==> src/rtl/mem_arbiter_pkg.sv <==
// Shared types and constants for the main-memory arbiter.
package mem_arbiter_pkg;

  // Arbiter port state: idle waiting for a request, or owning data_mem.
  typedef enum logic {
    IDLE = 1'b0,
    BUSY = 1'b1
  } arb_state_e;

  // Requester identifiers, also the encoding of grant_id.
  localparam logic REQ_I = 1'b0;
  localparam logic REQ_D = 1'b1;

  // data_mem access modes; instruction fetches always use the word mode.
  localparam logic [2:0] DATA_ADDR_MODE_BYTE  = 3'd0;
  localparam logic [2:0] DATA_ADDR_MODE_HALF  = 3'd1;
  localparam logic [2:0] DATA_ADDR_MODE_WORD  = 3'd2;
  localparam logic [2:0] DATA_ADDR_MODE_BYTEU = 3'd4;
  localparam logic [2:0] DATA_ADDR_MODE_HALFU = 3'd5;

  // The requester that gets priority after the given one is served.
  function automatic logic other_req(input logic id);
    return ~id;
  endfunction

endpackage

==> src/rtl/mem_arbiter_rr_arb2.sv <==
// Combinational two-way round-robin pick. A lone requester always wins;
// on a tie, prio selects the winner.
module rr_arb2
  import mem_arbiter_pkg::*;
(
  input  logic req0,
  input  logic req1,
  input  logic prio,
  output logic grant_valid,
  output logic grant_id
);

  // Pick the winner for this cycle.
  always_comb begin
    grant_valid = req0 | req1;
    grant_id    = REQ_I;
    if (req0 && req1) grant_id = prio;
    else if (req1)    grant_id = REQ_D;
  end

endmodule

==> src/rtl/mem_arbiter.sv <==
// Shares the single data_mem port between instruction refill (read-only)
// and the data cache. One transaction at a time, each occupying the port
// for MEM_LATENCY cycles; the owner receives a one-cycle ack in the last one.
module mem_arbiter
  import mem_arbiter_pkg::*;
#(
  parameter int ADDR_WIDTH  = 32,
  parameter int DATA_WIDTH  = 32,
  parameter int MEM_LATENCY = 4   // 1..15
) (
  input  logic                  clk,
  input  logic                  rst,
  // instruction side
  input  logic                  i_req,
  input  logic [ADDR_WIDTH-1:0] i_addr,
  output logic                  i_ack,
  output logic [DATA_WIDTH-1:0] i_rdata,
  // data side
  input  logic                  d_req,
  input  logic                  d_we,
  input  logic [2:0]            d_addr_mode,
  input  logic [ADDR_WIDTH-1:0] d_addr,
  input  logic [DATA_WIDTH-1:0] d_wdata,
  output logic                  d_ack,
  output logic [DATA_WIDTH-1:0] d_rdata,
  // data_mem
  output logic                  mem_we,
  output logic [2:0]            mem_addr_mode,
  output logic [ADDR_WIDTH-1:0] mem_addr,
  output logic [DATA_WIDTH-1:0] mem_wdata,
  input  logic [DATA_WIDTH-1:0] mem_rdata,
  // status
  output logic                  busy,
  output logic                  grant_id
);

  // Counter is reset on every entry to BUSY, so 4 bits cover latency 15.
  localparam logic [3:0] CNT_LAST = 4'(MEM_LATENCY - 1);

  arb_state_e            state_q, state_d;
  logic [3:0]            cnt_q, cnt_d;
  logic                  prio_q, prio_d;
  logic                  gid_q, gid_d;
  logic                  we_q, we_d;
  logic [2:0]            mode_q, mode_d;
  logic [ADDR_WIDTH-1:0] addr_q, addr_d;
  logic [DATA_WIDTH-1:0] wdata_q, wdata_d;
  logic [DATA_WIDTH-1:0] irdata_q, irdata_d;
  logic [DATA_WIDTH-1:0] drdata_q, drdata_d;

  logic arb_valid;
  logic arb_id;
  logic last;

  rr_arb2 u_rr_arb2 (
    .req0        (i_req),
    .req1        (d_req),
    .prio        (prio_q),
    .grant_valid (arb_valid),
    .grant_id    (arb_id)
  );

  assign last = (state_q == BUSY) && (cnt_q == CNT_LAST);

  // Next-state, latch capture and per-cycle outputs.
  always_comb begin
    state_d  = state_q;
    cnt_d    = cnt_q;
    prio_d   = prio_q;
    gid_d    = gid_q;
    we_d     = we_q;
    mode_d   = mode_q;
    addr_d   = addr_q;
    wdata_d  = wdata_q;
    irdata_d = irdata_q;
    drdata_d = drdata_q;

    busy     = 1'b0;
    i_ack    = 1'b0;
    d_ack    = 1'b0;
    mem_we   = 1'b0;

    unique case (state_q)
      IDLE: begin
        if (arb_valid) begin
          state_d = BUSY;
          cnt_d   = '0;
          gid_d   = arb_id;
          if (arb_id == REQ_D) begin
            addr_d  = d_addr;
            wdata_d = d_wdata;
            we_d    = d_we;
            mode_d  = d_addr_mode;
          end else begin
            addr_d  = i_addr;
            wdata_d = '0;
            we_d    = 1'b0;
            mode_d  = DATA_ADDR_MODE_WORD;
          end
        end
      end
      BUSY: begin
        busy  = 1'b1;
        cnt_d = cnt_q + 4'd1;
        if (last) begin
          // Single write edge and single ack, both in the final cycle.
          mem_we  = we_q;
          state_d = IDLE;
          prio_d  = other_req(gid_q);
          if (gid_q == REQ_D) begin
            d_ack    = 1'b1;
            drdata_d = mem_rdata;
          end else begin
            i_ack    = 1'b1;
            irdata_d = mem_rdata;
          end
        end
      end
      default: state_d = IDLE;
    endcase
  end

  // Read data is combinational from memory in the ack cycle, held otherwise.
  assign i_rdata       = i_ack ? mem_rdata : irdata_q;
  assign d_rdata       = d_ack ? mem_rdata : drdata_q;
  assign mem_addr      = addr_q;
  assign mem_wdata     = wdata_q;
  assign mem_addr_mode = mode_q;
  assign grant_id      = gid_q;

  // State, counter, priority and transaction latches; reset drops any
  // in-flight transaction without acking it.
  always_ff @(posedge clk) begin
    if (rst) begin
      state_q  <= IDLE;
      cnt_q    <= '0;
      prio_q   <= REQ_I;
      gid_q    <= REQ_I;
      we_q     <= 1'b0;
      mode_q   <= '0;
      addr_q   <= '0;
      wdata_q  <= '0;
      irdata_q <= '0;
      drdata_q <= '0;
    end else begin
      state_q  <= state_d;
      cnt_q    <= cnt_d;
      prio_q   <= prio_d;
      gid_q    <= gid_d;
      we_q     <= we_d;
      mode_q   <= mode_d;
      addr_q   <= addr_d;
      wdata_q  <= wdata_d;
      irdata_q <= irdata_d;
      drdata_q <= drdata_d;
    end
  end

endmodule
==> config.mk <==
export PLATFORM = sky130hd
export DESIGN_NAME = mem_arbiter
export DESIGN_NICKNAME = d
export VERILOG_FILES = /design/src/rtl/mem_arbiter_pkg.sv /design/src/rtl/mem_arbiter_rr_arb2.sv /design/src/rtl/mem_arbiter.sv
export SDC_FILE = /design/constraint.sdc
export NUM_CORES = 1
export LEC_CHECK = 0
export ABC_AREA = 1
export CORE_UTILIZATION = 46
export CTS_CLUSTER_DIAMETER = 30
export DETAILED_ROUTE_END_ITERATION = 8
export GPL_TIMING_DRIVEN = 1
export PLACE_DENSITY = 0.88
export SLEW_MARGIN = 20
export SYNTH_ARGS = -nofsm -noshare
export SYNTH_HDL_FRONTEND = slang
export SYNTH_SLANG_ARGS = --single-unit
==> constraint.sdc <==
create_clock -name clk -period 2.4 [get_ports clk]
set_input_delay 0.36 -clock clk [delete_from_list [all_inputs] [get_ports clk]]
set_output_delay 0.36 -clock clk [all_outputs]
set_load 0.02 [all_outputs]
==> results.tsv <==
metric	value	unit
drt initial violations	533	
initial antenna violation count	0	
WHS Path Cells	2	
total grt overflow	0	
post-synth top area share	43.5	%
post-synthesis mux area share	0	%
clk buf depth	2	
prevailing post-synth register cell	dfxtp_1	
layout cells sized above 1	11.5	%
die span in y	120	um
TritonCTS clock tree	built	
Critical Path RT	2.04	ns
Final Total Pwr	5.70	mW
final setup vio count	0	
clock sinks	139	
Worst Hold Slack	0.175	ns
VDD IR-drop max	0.000402	V
clk slew on worst S/H paths	0.06	ns
Yosys top cell by area	dfxtp_1	
global-route wire length before repair	31100	um
H-tree Lvls	4	
leak pwr	5.38	nW
Clk Tree Root Cell	clkbuf_16	
Crit path max-delay family	buffers and inverters	
routing usage on met2	47.9	%
critical path arrival	1.94	ns
Slew HR	53.6	%
final worst slack	0.0975	ns
post-synthesis adder-cell area fraction	0.196	%
final WL	19400	um
GP Congestion	0.891	
crit path time final	2.30	ns
Synth Area in Compound Gates	0.842	%
vias	6845	
Avg Cell Area, Syn	6.45	sq um
number of top-level pins	272	
die width	120	um
worst hold path type	input pin to flip-flop	
count leader, synth	nand2_1	
critical-path cell list	ha_4, nand2_2, nor2_4, buf_6, buf_16, nand4_1, nand2_1, inv_1, clkdlybuf4s15_1	
synthesized cell area	6390	sq um
First-pass DRT Iterations	6	
Tot GR Track Use	27.5	%
Hold Startpoint	rst	
CP bufs+invs	4	
FP Rows	42	
area grow syn2layout	52.9	%
RR Endpoint	mem_wdata[26]	
pin count of the biggest net entering global routing	66	
# port buffers	271	
Die ar.	14400	sq um
ant diodes	0	
Final Max Tran Viols	0	
ANT nets after route	0	
HPWL after detailed placement	13000	um
most used routing layer	met2	
run status	finished clean	
Yosys cell types	23	
Critical Path Fanout Max	16	
fin nets	1389	
post-place setup slack	0.109	ns
Cells after Synth	990	
ys async rst share	0	%
most frequent cells after synthesis	nand2_1, inv_1, dfxtp_1	
PD cells	583	nW/um^2
R2R cell count	7	
number of flops mapped to enable cells by yosys	0	
drt drc	0	
via/cell ratio	4.75	
total core area	13400	sq um
count of final hold-check violations	0	
max-cap violations	0	
#FFs+latches synth	139	
critical path's slowest cell	dfxtp_2	
final core occ	72.9	%
critical path startpoint category	flip-flop	
r2r setup slk	0.77	ns
GRT met3 Usage	7.60	%
R2R Path Start	state_q	
max incr delay on CP	0.36	ns
Final Cycle Share	95.9	%
critical path endpoint category	output port	
CP Class	flip-flop to output port	
met1 Use GR	31.1	%
Seq/Total Area, Yosys	43.5	%
Worst-Margin Slew	0.696	ns
total CTS buffers	17	
Synth Warn #	0	
post-synthesis simple-gate area fraction	36.7	%
worst skew pair latency	0.43	ns
clock skew	0.0133	ns
Fmax	0.434	GHz
Syn Nets	1127	
Hold Path Sink	prio_q	
XOR/XNOR share of the synthesized area	0	%
largest family of logic cells by synthesized area	simple AND/OR/NAND/NOR gates	
Synth area leaders	dfxtp_1, nand2_1, inv_1	
wire per inst	13.5	um
vias in the first global route	6598	
Starting Density	47.7	%
registers in the layout, indices dropped and copies added, names as in the netlist:
name,count
we_q,1
mem_wdata,32
mem_addr,32
grant_id,1
state_q,1
drdata_q,32
irdata_q,32
cnt_q,4
mem_addr_mode,3
prio_q,1
area by class of cell:
cell class | instances | area, sq um
Fill cell | 1041 | 3630
Timing Repair Buffer | 301 | 2860
Sequential cell | 139 | 2790
Multi-Input combinational cell | 559 | 2450
Inverter | 234 | 878
Clock buffer | 18 | 439
Tap cell | 176 | 220
Clock inverter | 14 | 138
stage by stage:
step,area [sq um],std cells,TNS (ns)
after global routing,9770,1441,-0.0128
after floorplan,6390,990,0
after detailed placement,9200,1396,0
after CTS,9890,1439,-0.00610
after global placement,9200,1396,0
final,9770,1441,0
power breakdown:
| group | switching, mW | total, mW | internal, mW |
|---|---|---|---|
| clock | 1.06 | 2.52 | 1.47 |
| combinational | 0.367 | 0.753 | 0.386 |
| sequential | 0.0377 | 2.42 | 2.38 |
| total | 1.46 | 5.70 | 4.23 |
layer usage:
layer | vias to the layer above | wire length [um]
li1 | 3451 | -
met1 | 3039 | 7710
met2 | 314 | 9520
met3 | 41 | 1630
met4 | 0 | 528
met5 | - | 0
worst register-to-register path: cells and delay by family, from the launching register on:
family | cells | cell delay [ns]
buf+inv | 3 | 0.72
flops | 1 | 0.40
simple gates | 3 | 0.29
compound gates | 1 | 0.16
how the worst max path moves through the flow:
stage	start	endpoint	slack (ns)	cells past startpoint
floorplan	state_q	d_rdata[10]	0.68	8
global placement	cnt_q[0]	i_rdata[23]	0.17	8
detailed placement	cnt_q[0]	i_rdata[29]	0.11	8
CTS	cnt_q[1]	d_rdata[25]	-0.006	9
global route	cnt_q[1]	d_rdata[23]	-0.01	9
finish	cnt_q[1]	d_rdata[31]	0.1	9
cell usage in the layout (no fill, tap or decap), types with 8 or more instances in the layout:
| cell | n |
|---|---|
| buf_2 | 16 |
| nand2_2 | 8 |
| buf_4 | 22 |
| nand3_1 | 67 |
| clkdlybuf4s50_1 | 203 |
| inv_1 | 230 |
| clkbuf_16 | 17 |
| clkbuf_2 | 26 |
| nand2_1 | 331 |
| nor2_1 | 70 |
| dfxtp_1 | 137 |
| clkdlybuf4s15_2 | 20 |
| nand4_1 | 65 |
cell families (layout without fill, tap and decap cells):
kind of cell	after synthesis	in the layout
DFF	139	139
adders and majority gates	1	1
buffers and inverters	292	567
and+or+nand+nor	550	550
AOI/OAI and AO/OA	8	8
repair_timing:
| action | CTS | global route |
|---|---|---|
| cloned | 3 | 0 |
| endpoints found under the setup margin | 67 | 59 |
| pin swaps | 8 | 16 |
| gates resized for setup | 149 | 71 |
| buffers inserted | 8 | 3 |
| hold buffers | 0 | 0 |
(Power assumes the default switching activity.)
